`config.mk`:
```
export PLATFORM = sky130hd
export DESIGN_NAME = mem_arbiter
export DESIGN_NICKNAME = d
export VERILOG_FILES = /design/src/rtl/mem_arbiter_pkg.sv /design/src/rtl/mem_arbiter.sv
export SDC_FILE = /design/constraint.sdc
export NUM_CORES = 1
export LEC_CHECK = 0
export ABC_AREA = 0
export CORE_UTILIZATION = 53
export CTS_CLUSTER_SIZE = 28
export DETAILED_ROUTE_END_ITERATION = 7
export HOLD_SLACK_MARGIN = 0.15
export PLACE_DENSITY = 0.83
export SYNTH_ARGS = -nofsm -noshare
export SYNTH_HDL_FRONTEND = slang
export SYNTH_SLANG_ARGS = --single-unit
```
`constraint.sdc`:
```
create_clock -name clk -period 4.8 [get_ports clk]
set_clock_uncertainty 0.2 [all_clocks]
set_input_delay 1.44 -clock clk [delete_from_list [all_inputs] [get_ports clk]]
set_output_delay 1.44 -clock clk [all_outputs]
set_load 0.05 [all_outputs]
```
`src/rtl/mem_arbiter_pkg.sv`:
```
// Shared types for the unified RAM port arbiter.
// Byte-serial RAM, 32-bit addresses.
package mem_arbiter_pkg;

    typedef enum logic [1:0] {
        IDLE,
        IF_XFER,
        MEM_XFER,
        DONE
    } state_t;

    localparam logic [1:0] LEN_B = 2'd0;
    localparam logic [1:0] LEN_H = 2'd1;
    localparam logic [1:0] LEN_W = 2'd3;

    localparam int RAM_DW = 8;

    // Reserved length code 2 is served as a full word.
    function automatic logic [2:0] beats(input logic [1:0] len);
        case (len)
            LEN_B:   return 3'd1;
            LEN_H:   return 3'd2;
            default: return 3'd4;
        endcase
    endfunction

endpackage

```
`src/rtl/mem_arbiter.sv`:
```
// Shares one byte-wide RAM port between IF and MEM.
// MEM wins ties; a running transfer always finishes.
module mem_arbiter
    import mem_arbiter_pkg::*;
(
    input  logic              clk,
    input  logic              rst_n,
    input  logic              if_req,
    input  logic [31:0]       if_addr,
    output logic [31:0]       if_rdata,
    output logic              if_done,
    input  logic              mem_req,
    input  logic              mem_we,
    input  logic [1:0]        mem_len,
    input  logic [31:0]       mem_addr,
    input  logic [31:0]       mem_wdata,
    output logic [31:0]       mem_rdata,
    output logic              mem_done,
    output logic [31:0]       ram_addr,
    output logic              ram_wr,
    output logic [RAM_DW-1:0] ram_dout,
    input  logic [RAM_DW-1:0] ram_din,
    output logic              stallreq_from_if,
    output logic              stallreq_from_mem
);

    state_t      state;
    logic [31:0] base;
    logic [31:0] wdata;
    logic        we;
    logic [2:0]  cnt;
    logic [2:0]  n;
    logic [31:0] rbuf;

    logic [2:0]  cnt_nx;
    logic [1:0]  lane;
    logic [31:0] rbuf_nx;
    logic [31:0] nx_addr;
    logic [7:0]  nx_byte;
    logic        last;

    assign stallreq_from_mem = mem_req & ~mem_done;
    assign stallreq_from_if  = if_req & ~if_done;

    // Read data trails its address by one cycle, hence lane cnt-1.
    always_comb begin
        cnt_nx  = cnt + 3'd1;
        lane    = 2'(cnt - 3'd1);
        rbuf_nx = rbuf;
        if (!we && cnt != 3'd0)
            rbuf_nx[{lane, 3'b000} +: 8] = ram_din;
        nx_addr = base + 32'(cnt_nx);
        nx_byte = wdata[{cnt_nx[1:0], 3'b000} +: 8];
        last    = we ? (cnt == n - 3'd1) : (cnt == n);
    end

    always_ff @(posedge clk or negedge rst_n) begin
        if (!rst_n) begin
            state     <= IDLE;
            base      <= '0;
            wdata     <= '0;
            we        <= 1'b0;
            cnt       <= '0;
            n         <= '0;
            rbuf      <= '0;
            ram_addr  <= '0;
            ram_wr    <= 1'b0;
            ram_dout  <= '0;
            if_done   <= 1'b0;
            mem_done  <= 1'b0;
            if_rdata  <= '0;
            mem_rdata <= '0;
        end else begin
            if_done  <= 1'b0;
            mem_done <= 1'b0;
            unique case (state)
                IDLE: begin
                    if (mem_req) begin
                        state    <= MEM_XFER;
                        base     <= mem_addr;
                        we       <= mem_we;
                        n        <= beats(mem_len);
                        wdata    <= mem_wdata;
                        cnt      <= '0;
                        rbuf     <= '0;
                        ram_addr <= mem_addr;
                        ram_wr   <= mem_we;
                        ram_dout <= mem_we ? mem_wdata[7:0] : 8'h00;
                    end else if (if_req) begin
                        state    <= IF_XFER;
                        base     <= if_addr;
                        we       <= 1'b0;
                        n        <= 3'd4;
                        wdata    <= '0;
                        cnt      <= '0;
                        rbuf     <= '0;
                        ram_addr <= if_addr;
                        ram_wr   <= 1'b0;
                        ram_dout <= '0;
                    end
                end
                IF_XFER, MEM_XFER: begin
                    rbuf <= rbuf_nx;
                    cnt  <= cnt_nx;
                    if (last) begin
                        state    <= DONE;
                        ram_addr <= '0;
                        ram_wr   <= 1'b0;
                        ram_dout <= '0;
                        if (state == IF_XFER) begin
                            if_done  <= 1'b1;
                            if_rdata <= rbuf_nx;
                        end else begin
                            mem_done  <= 1'b1;
                            mem_rdata <= rbuf_nx;
                        end
                    end else if (cnt_nx < n) begin
                        ram_addr <= nx_addr;
                        ram_wr   <= we;
                        ram_dout <= we ? nx_byte : 8'h00;
                    end else begin
                        ram_addr <= '0;
                        ram_wr   <= 1'b0;
                        ram_dout <= '0;
                    end
                end
                DONE: state <= IDLE;
                default: state <= IDLE;
            endcase
        end
    end

endmodule
```
==> flow_metrics.tcl <==
set metrics [dict create \
    ant_nets 0 \
    hp-class "register to register" \
    fin_nets 1227 \
    instances_no_fill 1345 \
    seqCellArea_sq_mm 0.00531 \
    ys_types 52 \
    portBuffers 219 \
    yosysMostFrequentCell "dfrtp_1" \
    multi_input_comb_area_sq_mm 0.00432 \
    num_rows 49 \
    die_h_um 139 \
    cp.required_ps 3160 \
    worstSetupPathType "input port to primary output" \
    hold_start "mem_rdata[3]" \
    synthTopCellsByArea "dfrtp_1 53%, mux2_2 7.1%, a22o_1 6.6%" \
    pin_count 220 \
    die-area_sq_mm 0.0193 \
    worst_pin_slew_ps 874 \
    stdcell_area_sq_mm 0.0132 \
    violations "design-rule violations" \
    clock-sinks 212 \
    clock.fmax_ghz 0.242 \
    post_cts_buffers 0 \
    drv_slew 0 \
    cp_slowest_stage_delay_ps 600 \
    grt_pass1_vias 8005 \
    grt_overflow_total 0 \
    syn_nets 1027 \
    dp.cells 1305 \
    synthTopCellsByCount "212 x dfrtp_1, 111 x o21ai_0, 101 x nand2_1, 75 x a22o_1, 63 x mux2_2" \
    setup_viol 0 \
    fin_crit_sh_pct 86.1 \
    initial_core_util_pct 54.7 \
    reg2reg_to "ram_addr[10]" \
    wirelength_mm 25.4 \
    setup_ws_ps 669 \
    grt_pass1_wl_mm 41.7 \
    grt_max_degree 89 \
    numCtsBuffers 23 \
    root_buffer "clkbuf_16" \
    drt_iter0_drc 535 \
    synth_async_sr_flop_share_pct 100 \
    dpl-instance-area_sq_mm 0.0123 \
    ys.flop_type "dfrtp_1" \
    max_cap_viol_count 0 \
    hold_buffers 0 \
    cts_tree "built" \
    ys_seq_area_share_pct 53.5 \
    grt_setup_unrepaired "no" \
    slowest_stage "clkdlybuf4s50_1" \
    clockBufferDepth 3 \
    hold_violations 0 \
    synth_top_area_share_pct 53.5 \
    start_kind "input port" \
    synthToLayoutAreaGrowth_pct 32.6 \
    reg2reg_depth 11 \
    r2r_start "cnt[0]" \
    power.density_mw_per_mm2 789 \
    vias 7865 \
    synth_edf_count 0 \
    yosysWarnings 0 \
    core_sq_mm 0.0181 \
    outcome "finished with violations" \
    drive_gt1_share_pct 13.2 \
    p_total_mw 10.4 \
    min_to "mem_rdata[3]" \
    power_leakage_nw 5.82 \
    ir_drop_mv 0.452 \
    track_usage_pct 26.9 \
    grt_antenna_before_repair 1 \
    yosys.area.top_type "dfrtp_1" \
    arrival_ps 2490 \
    die_w_um 139 \
    crit_buf_inv 2 \
    min_period_ps 4130 \
    vias_per_cell 5.85 \
    h-tree-depth 1 \
    path_clk_slew_ps 60 \
    dp_slack_ps 671 \
    end_kind "primary output" \
    r2r_slack_ps 1270 \
    syn_avg_cell_area_sq_um 11.0 \
    drtPass1Iterations 7 \
    clk_latency_ps 500 \
    gp_congestion 0.785 \
    crit_fanout 3 \
    cts_resized 0 \
    detail_route.wl_per_cell_um 18.9 \
    max_slew_margin_pct 41.3 \
    fillers 1256 \
    setup_tns_ps 0 \
    min_path_cells 1 \
    critPathTopFamily "buffers and inverters" \
    netlist_area_sq_mm 0.00992 \
    crit_chain "clkdlybuf4s50_1, nor2b_1, buf_12" \
    synth_cells 901 \
    ys_ff_latch 212 \
    dpl.hpwl_mm 17.5 \
    drc 12 \
]
==> state kept, by name, summed over array words and instances, names as in the netlist <==
register / count
cnt: 3
ram_dout: 8
ram_addr: 32
if_done: 1
if_rdata: 32
mem_rdata: 32
ram_wr: 1
wdata: 32
rbuf: 32
state: 2
base: 32
mem_done: 1
we: 1
n: 3
==> final cells by class <==
type                       count  share of cell area, %
sequential                   212                   40.3
multi-input combinational    610                   32.9
timing repair buffer         238                   17.9
clock buffer                  29                   4.93
tap                          229                   2.18
clock inverter                10                   1.35
inverter                      16                  0.457
antenna                        1                 0.0190
==> cells by family after synthesis <==
family                   synth area share, %
AO/OA/AOI/OAI                           16.4
flip-flops                              53.5
AND/OR/NAND/NOR                         9.54
multiplexers                            12.4
buffers and inverters                   3.18
XOR/XNOR                                3.00
adder cells (fa/ha/maj)                 1.97
==> worst max-delay path by stage <==
stage / start / endpoint / cells after the start
after floorplan: mem_req / stallreq_from_mem / 3
after global placement: if_req / stallreq_from_if / 3
after detailed placement: if_req / stallreq_from_if / 3
after CTS: if_req / stallreq_from_if / 3
after global routing: if_req / stallreq_from_if / 3
final: if_req / stallreq_from_if / 3
==> layout by cell type, fill, tap and decap left out, types with 3 or more instances in the layout <==
cell type,instances
clkdlybuf4s50_1,215
nand4_1,5
dfrtp_1,212
buf_4,19
ha_1,14
nand3_1,12
a32oi_1,8
and3_1,5
mux2i_1,33
o21ai_1,7
clkbuf_16,23
a21oi_1,33
mux2_2,63
nor2_1,44
and4_1,3
nor3_1,10
xnor2_1,18
nor2b_1,4
o21ai_0,111
nand2b_1,4
a21o_1,3
a22o_1,75
inv_1,16
clkinv_2,4
xor2_1,16
mux4_2,8
nand2_1,101
clkbuf_8,6
bufinv_16,5
==> stage by stage <==
step                      hold WS, ps  utilization, %
after global routing              307            72.5
final                             288            72.5
after detailed placement          274            67.9
after floorplan                   256               -
after global placement            263            67.9
after CTS                         288            72.5
==> worst reg2reg max path: stages (launching register included) <==
cell,delay [ps]
dfrtp_1,500
inv_1,180
ha_1,360
buf_4,270
ha_1,280
a21boi_0,120
o21ai_0,170
nand3b_1,110
a31oi_2,660
nand2_1,130
buf_4,250
o21ai_0,210
==> per-layer routing <==
layer  wire length, um  part of all wire, %  global-route usage (%)  up-vias
met5                 0                    0                       0        -
met4               562                  2.2                    9.36        0
met3              1710                  6.7                    4.52       46
met2             12400                   49                    44.6      313
met1             10800                   42                    36.1     3879
li1                  -                    -                       -     3627
==> report_power, final <==
part | internal (mW) | switching [mW]
logic | 1.96 | 3.46
registers | 2.52 | 0.526
clock network | 1.22 | 0.699
No activity file was read; power rests on OpenSTA's default activity.
